<file path="src/rtl/bcd_serial_deserializer.sv">
// Serial-to-parallel BCD digit assembler with range check, small FIFO and a
// valid/ready output port feeding the BCD-to-2421 converter's a/b/c/d inputs.
module bcd_serial_deserializer #(
  parameter int DEPTH     = 2,
  parameter bit MSB_FIRST = 1'b1
) (
  input  logic       clk,
  input  logic       rst_n,
  input  logic       ser_in,
  input  logic       ser_valid,
  input  logic       ser_start,
  output logic       out_a,
  output logic       out_b,
  output logic       out_c,
  output logic       out_d,
  output logic       out_valid,
  input  logic       out_ready,
  output logic       range_err,
  output logic       ovf_err,
  output logic       frame_err,
  output logic [7:0] digit_cnt
);

  localparam int AW = $clog2(DEPTH);
  localparam int CW = AW + 1;

  // Handshake: a digit transfers on any rising edge where out_valid && out_ready;
  // out_a..out_d stay stable while out_valid is high and out_ready is low.

  logic [1:0]    bc_q, bc_d;
  logic [3:0]    sh_q, sh_d;
  logic [3:0]    mem_q [DEPTH];
  logic [AW-1:0] wr_q, rd_q;
  logic [CW-1:0] cnt_q, cnt_d;
  logic [7:0]    digit_cnt_q, digit_cnt_d;
  logic          range_err_q, range_err_d;
  logic          ovf_err_q, ovf_err_d;
  logic          frame_err_q, frame_err_d;

  logic [3:0] shifted;
  logic       complete, in_range, full, empty, push, pop;

  always_comb begin
    shifted     = MSB_FIRST ? {sh_q[2:0], ser_in} : {ser_in, sh_q[3:1]};
    complete    = ser_valid && !ser_start && (bc_q == 2'd3);
    in_range    = (shifted <= 4'd9);
    full        = (cnt_q == CW'(DEPTH));
    empty       = (cnt_q == '0);
    pop         = !empty && out_ready;
    // A full FIFO still accepts the new digit when the head leaves on the same edge.
    push        = complete && in_range && (!full || pop);
    range_err_d = complete && !in_range;
    ovf_err_d   = complete && in_range && full && !pop;
    frame_err_d = ser_valid && ser_start && (bc_q != 2'd0);
    cnt_d       = cnt_q + CW'(push) - CW'(pop);
    digit_cnt_d = (pop && (digit_cnt_q != 8'hFF)) ? digit_cnt_q + 8'd1 : digit_cnt_q;

    bc_d = bc_q;
    sh_d = sh_q;
    if (ser_valid) begin
      if (ser_start) begin
        bc_d = 2'd1;
        sh_d = MSB_FIRST ? {3'b000, ser_in} : {ser_in, 3'b000};
      end else begin
        bc_d = bc_q + 2'd1;
        sh_d = shifted;
      end
    end
  end

  always_ff @(posedge clk or negedge rst_n) begin
    if (!rst_n) begin
      bc_q        <= '0;
      sh_q        <= '0;
      wr_q        <= '0;
      rd_q        <= '0;
      cnt_q       <= '0;
      digit_cnt_q <= '0;
      range_err_q <= 1'b0;
      ovf_err_q   <= 1'b0;
      frame_err_q <= 1'b0;
      for (int i = 0; i < DEPTH; i++) mem_q[i] <= '0;
    end else begin
      bc_q        <= bc_d;
      sh_q        <= sh_d;
      cnt_q       <= cnt_d;
      digit_cnt_q <= digit_cnt_d;
      range_err_q <= range_err_d;
      ovf_err_q   <= ovf_err_d;
      frame_err_q <= frame_err_d;
      if (push) begin
        mem_q[wr_q] <= shifted;
        wr_q        <= wr_q + AW'(1);
      end
      if (pop) rd_q <= rd_q + AW'(1);
    end
  end

  assign out_valid = !empty;
  assign {out_a, out_b, out_c, out_d} = empty ? 4'b0000 : mem_q[rd_q];
  assign range_err = range_err_q;
  assign ovf_err   = ovf_err_q;
  assign frame_err = frame_err_q;
  assign digit_cnt = digit_cnt_q;

endmodule
</file>
<file path="config.mk">
export PLATFORM = sky130hd
export DESIGN_NAME = bcd_serial_deserializer
export DESIGN_NICKNAME = d
export VERILOG_FILES = /design/src/rtl/bcd_serial_deserializer.sv
export SDC_FILE = /design/constraint.sdc
export NUM_CORES = 1
export LEC_CHECK = 0
export CORE_MARGIN = 3
export CORE_UTILIZATION = 49
export CTS_BUF_LIST = sky130_fd_sc_hd__clkbuf_4
export DETAILED_ROUTE_END_ITERATION = 10
export PLACE_DENSITY = 0.78
export SYNTH_ARGS = -nofsm -noshare
export SYNTH_HDL_FRONTEND = slang
export SYNTH_SLANG_ARGS = --single-unit
</file>
<file path="constraint.sdc">
create_clock -name clk -period 2 [get_ports clk]
set_clock_uncertainty 0.05 [all_clocks]
set_input_delay 0.2 -clock clk [delete_from_list [all_inputs] [get_ports clk]]
set_output_delay 0.2 -clock clk [all_outputs]
set_load 0.02 [all_outputs]
</file>
==> results.cfg <==
[routing]
routed_wire_length_per_instance_um = 15.0
ant_nets = 0
wirelength_um = 2750
viasPerCell = 5.43
first_pass_iters = 4
drc_errors = 0
vias = 993
drt-initial-drc-count = 20

[die]
ioPinCount = 22
row_count = 18
die_h_um = 58.4
core-area_um2 = 2540
initial_core_util_pct = 52.8
die_w_um = 58.4
die_area_um2 = 3410

[setup_path]
slowest_delay_ns = 0.38
crit_required_ns = 2.19
worstPathCellList = ha_1, nand3b_1, or3_4, ha_1, inv_1, ha_1, xnor2_2, xnor2_1
critical_path_arrival_ns = 2.15
path_buf_inv = 1
start_kind = register
crit_fanout = 2
critical_path.slowest_cell = dfrtp_1
crit_family = adder cells
cp_common_cell = ha_1
path_depth = 8
r2r_cells = 8
path_class = register to register
endpoint_kind = register

[pwr]
ir_worst_vdd_mv = 1.12
powerDensity_nw_per_um2 = 1310
leakagePower_nw = 0.821
finalPower_w = 0.00228

[logic_synthesis]
syn_area_um2 = 1340
ys_warn_count = 0
netlist_instances = 115
synth_seq_area_share_pct = 52.1
synth_cell_types = 29
syn-num-nets = 126
synth_area_per_cell_um2 = 11.7
ys_seq_elements = 28

[cells_and_area]
final_layout_size_suffix_gt1_share_pct = 24.2
final_nets = 165
diodes = 0
fin_util_pct = 68.5
design_area_um2 = 1740
syn2layout_area_growth_pct = 29.7

[timing]
final-hold-violation-count = 0
worst_slack_ns = 0.0388
slew_violations = 0
clock.fmax_mhz = 510
worst_pin_slew_ns = 0.348
slew_headroom_pct = 76.8
whs_ns = 0.162
setup_viol = 0
timing.final.crit_share_pct = 98.1
rsz0062_at_grt = true
fin_crit_ns = 1.96

[placement]
dp_hpwl_um = 2080
postPlaceCellArea_um2 = 1680
portBuffers = 21
gp_congestion = 0.826
dp_slack_ns = -0.138

[status]
status = completed

[clock_network]
cts_tree = built
clkLatencyLatePin_ns = 0.34
clockBufferDepth = 2
clk_pin_slew_ns = 0.15
clockRootBuffer = clkbuf_4
cts_buffers = 3
cts_htree_levels = 1
cts_num_sinks = 28

[hold_path]
hp-class = primary input to asynchronous set/reset pin

[global_routing]
grtUsageTotal_pct = 18.2
antenna_found_initial = 0
grt.busiest_layer = met2
grt_pass1_wl_um = 4570
overflow = 0
use_met1_pct = 22.3
met2_usage_pct = 31.4
grt_pass1_vias = 990
grt_max_degree = 29
met3_usage_pct = 1.97

[run]
max-cap-violations = 0
layout make-up:
type                    instances  area [um^2]
repair buffers                 36          325
inverters                       8         30.0
well taps                      30         37.5
clock inverters                 1         3.75
multi-input cells              77          622
fillers                       193          802
clock buffers                   3         22.5
flip-flops and latches         28          702
state kept, by name, summed over array words and instances (netlist names):
register / flops
bc_q: 2
wr_q: 1
range_err: 1
mem_q: 8
cnt_q: 2
rd_q: 1
sh_q: 3
frame_err: 1
ovf_err: 1
digit_cnt: 8
cell usage in the layout, fill, tap and decap left out, drive strengths merged, types with 2 or more instances in the layout:
master	n
dfrtp	28
clkdlybuf4s50	20
buf	15
mux2	13
nor2	9
inv	8
nand2	7
a21oi	5
ha	5
xnor2	5
o21ai	5
mux2i	4
nand3b	3
nand3	3
clkbuf	3
nor3b	2
and3	2
o2111a	2
and4	2
a211oi	2
power breakdown:
part / leakage (nW) / switching (W) / internal, W / total (W)
clock network: 0.0154 / 0.000166 / 0.0000736 / 0.000240
logic: 0.457 / 0.000485 / 0.000565 / 0.00105
registers: 0.349 / 0.000223 / 0.000764 / 0.000986
repair_timing:
| item | 4_1_cts | 5_1_grt |
|---|---|---|
| hold buffers | 0 | 0 |
| setup buffers | 1 | 1 |
| endpoints found under the setup margin | 6 | 5 |
| resized for setup | 2 | 4 |
final timing paths:
check	start	to	slack, ns
setup / recovery	bc_q[1]$_DFFE_PN0P_	cnt_q[1]$_DFF_PN0_	0.04
hold / removal	rst_n	bc_q[0]$_DFFE_PN0P_	0.16
setup reg to reg	bc_q[1]$_DFFE_PN0P_	cnt_q[1]$_DFF_PN0_	0.04
hold reg to reg	mem_q[4]$_DFFE_PN0P_	mem_q[4]$_DFFE_PN0P_	0.48
max in group asynchronous	rst_n	rd_q$_DFFE_PN0P_	1.46
min in group clk	mem_q[4]$_DFFE_PN0P_	mem_q[4]$_DFFE_PN0P_	0.48
cell families after synthesis:
| group | synth area share (%) |
|---|---|
| AOI/OAI and AO/OA | 7.08 |
| xor gates and xnor gates | 3.26 |
| adders and majority gates | 4.66 |
| buffers and inverters | 3.07 |
| DFF | 52.1 |
| muxes | 15.0 |
| and+or+nand+nor | 14.8 |
routing by layer:
| metal | part of all wire [%] | vias up | wire [um] |
|---|---|---|---|
| met5 | 0 | - | 0 |
| met4 | 2.1 | 0 | 58 |
| met3 | 2.3 | 5 | 64 |
| met2 | 52 | 19 | 1440 |
| met1 | 43 | 485 | 1190 |
| li1 | - | 484 | - |
metrics by stage:
step | std cells | setup TNS (ns)
finish | 183 | 0
global route | 183 | -0.0403
CTS | 182 | 0
detailed placement | 177 | -0.220
global placement | 177 | -0.0572
floorplan | 115 | 0
cells in the mapped netlist:
cell	count	area, um^2
a211oi_1	2	15.0
nand3b_1	3	22.5
o2111a_1	2	22.5
dfrtp_1	28	701
xnor2_1	5	43.8
nand4_1	1	6.26
nor3b_1	2	15.0
o21ai_1	2	10.0
ha_1	5	62.6
and4_1	2	17.5
or3_1	1	6.26
nand3_1	3	15.0
nor4_2	1	12.5
and3_1	2	12.5
or4b_4	1	13.8
clkbuf_1	1	3.75
nand2b_1	1	6.26
mux2_4	4	60.1
a21oi_1	5	25.0
inv_1	8	30.0
mux2_2	9	101
o21ai_0	3	15.0
o21a_1	1	7.51
mux2i_1	4	40.0
buf_4	1	7.51
nor3_1	1	5.00
nor2_1	9	33.8
nand2_1	7	26.3
nor2b_1	1	6.26
(Power assumes the default switching activity.)
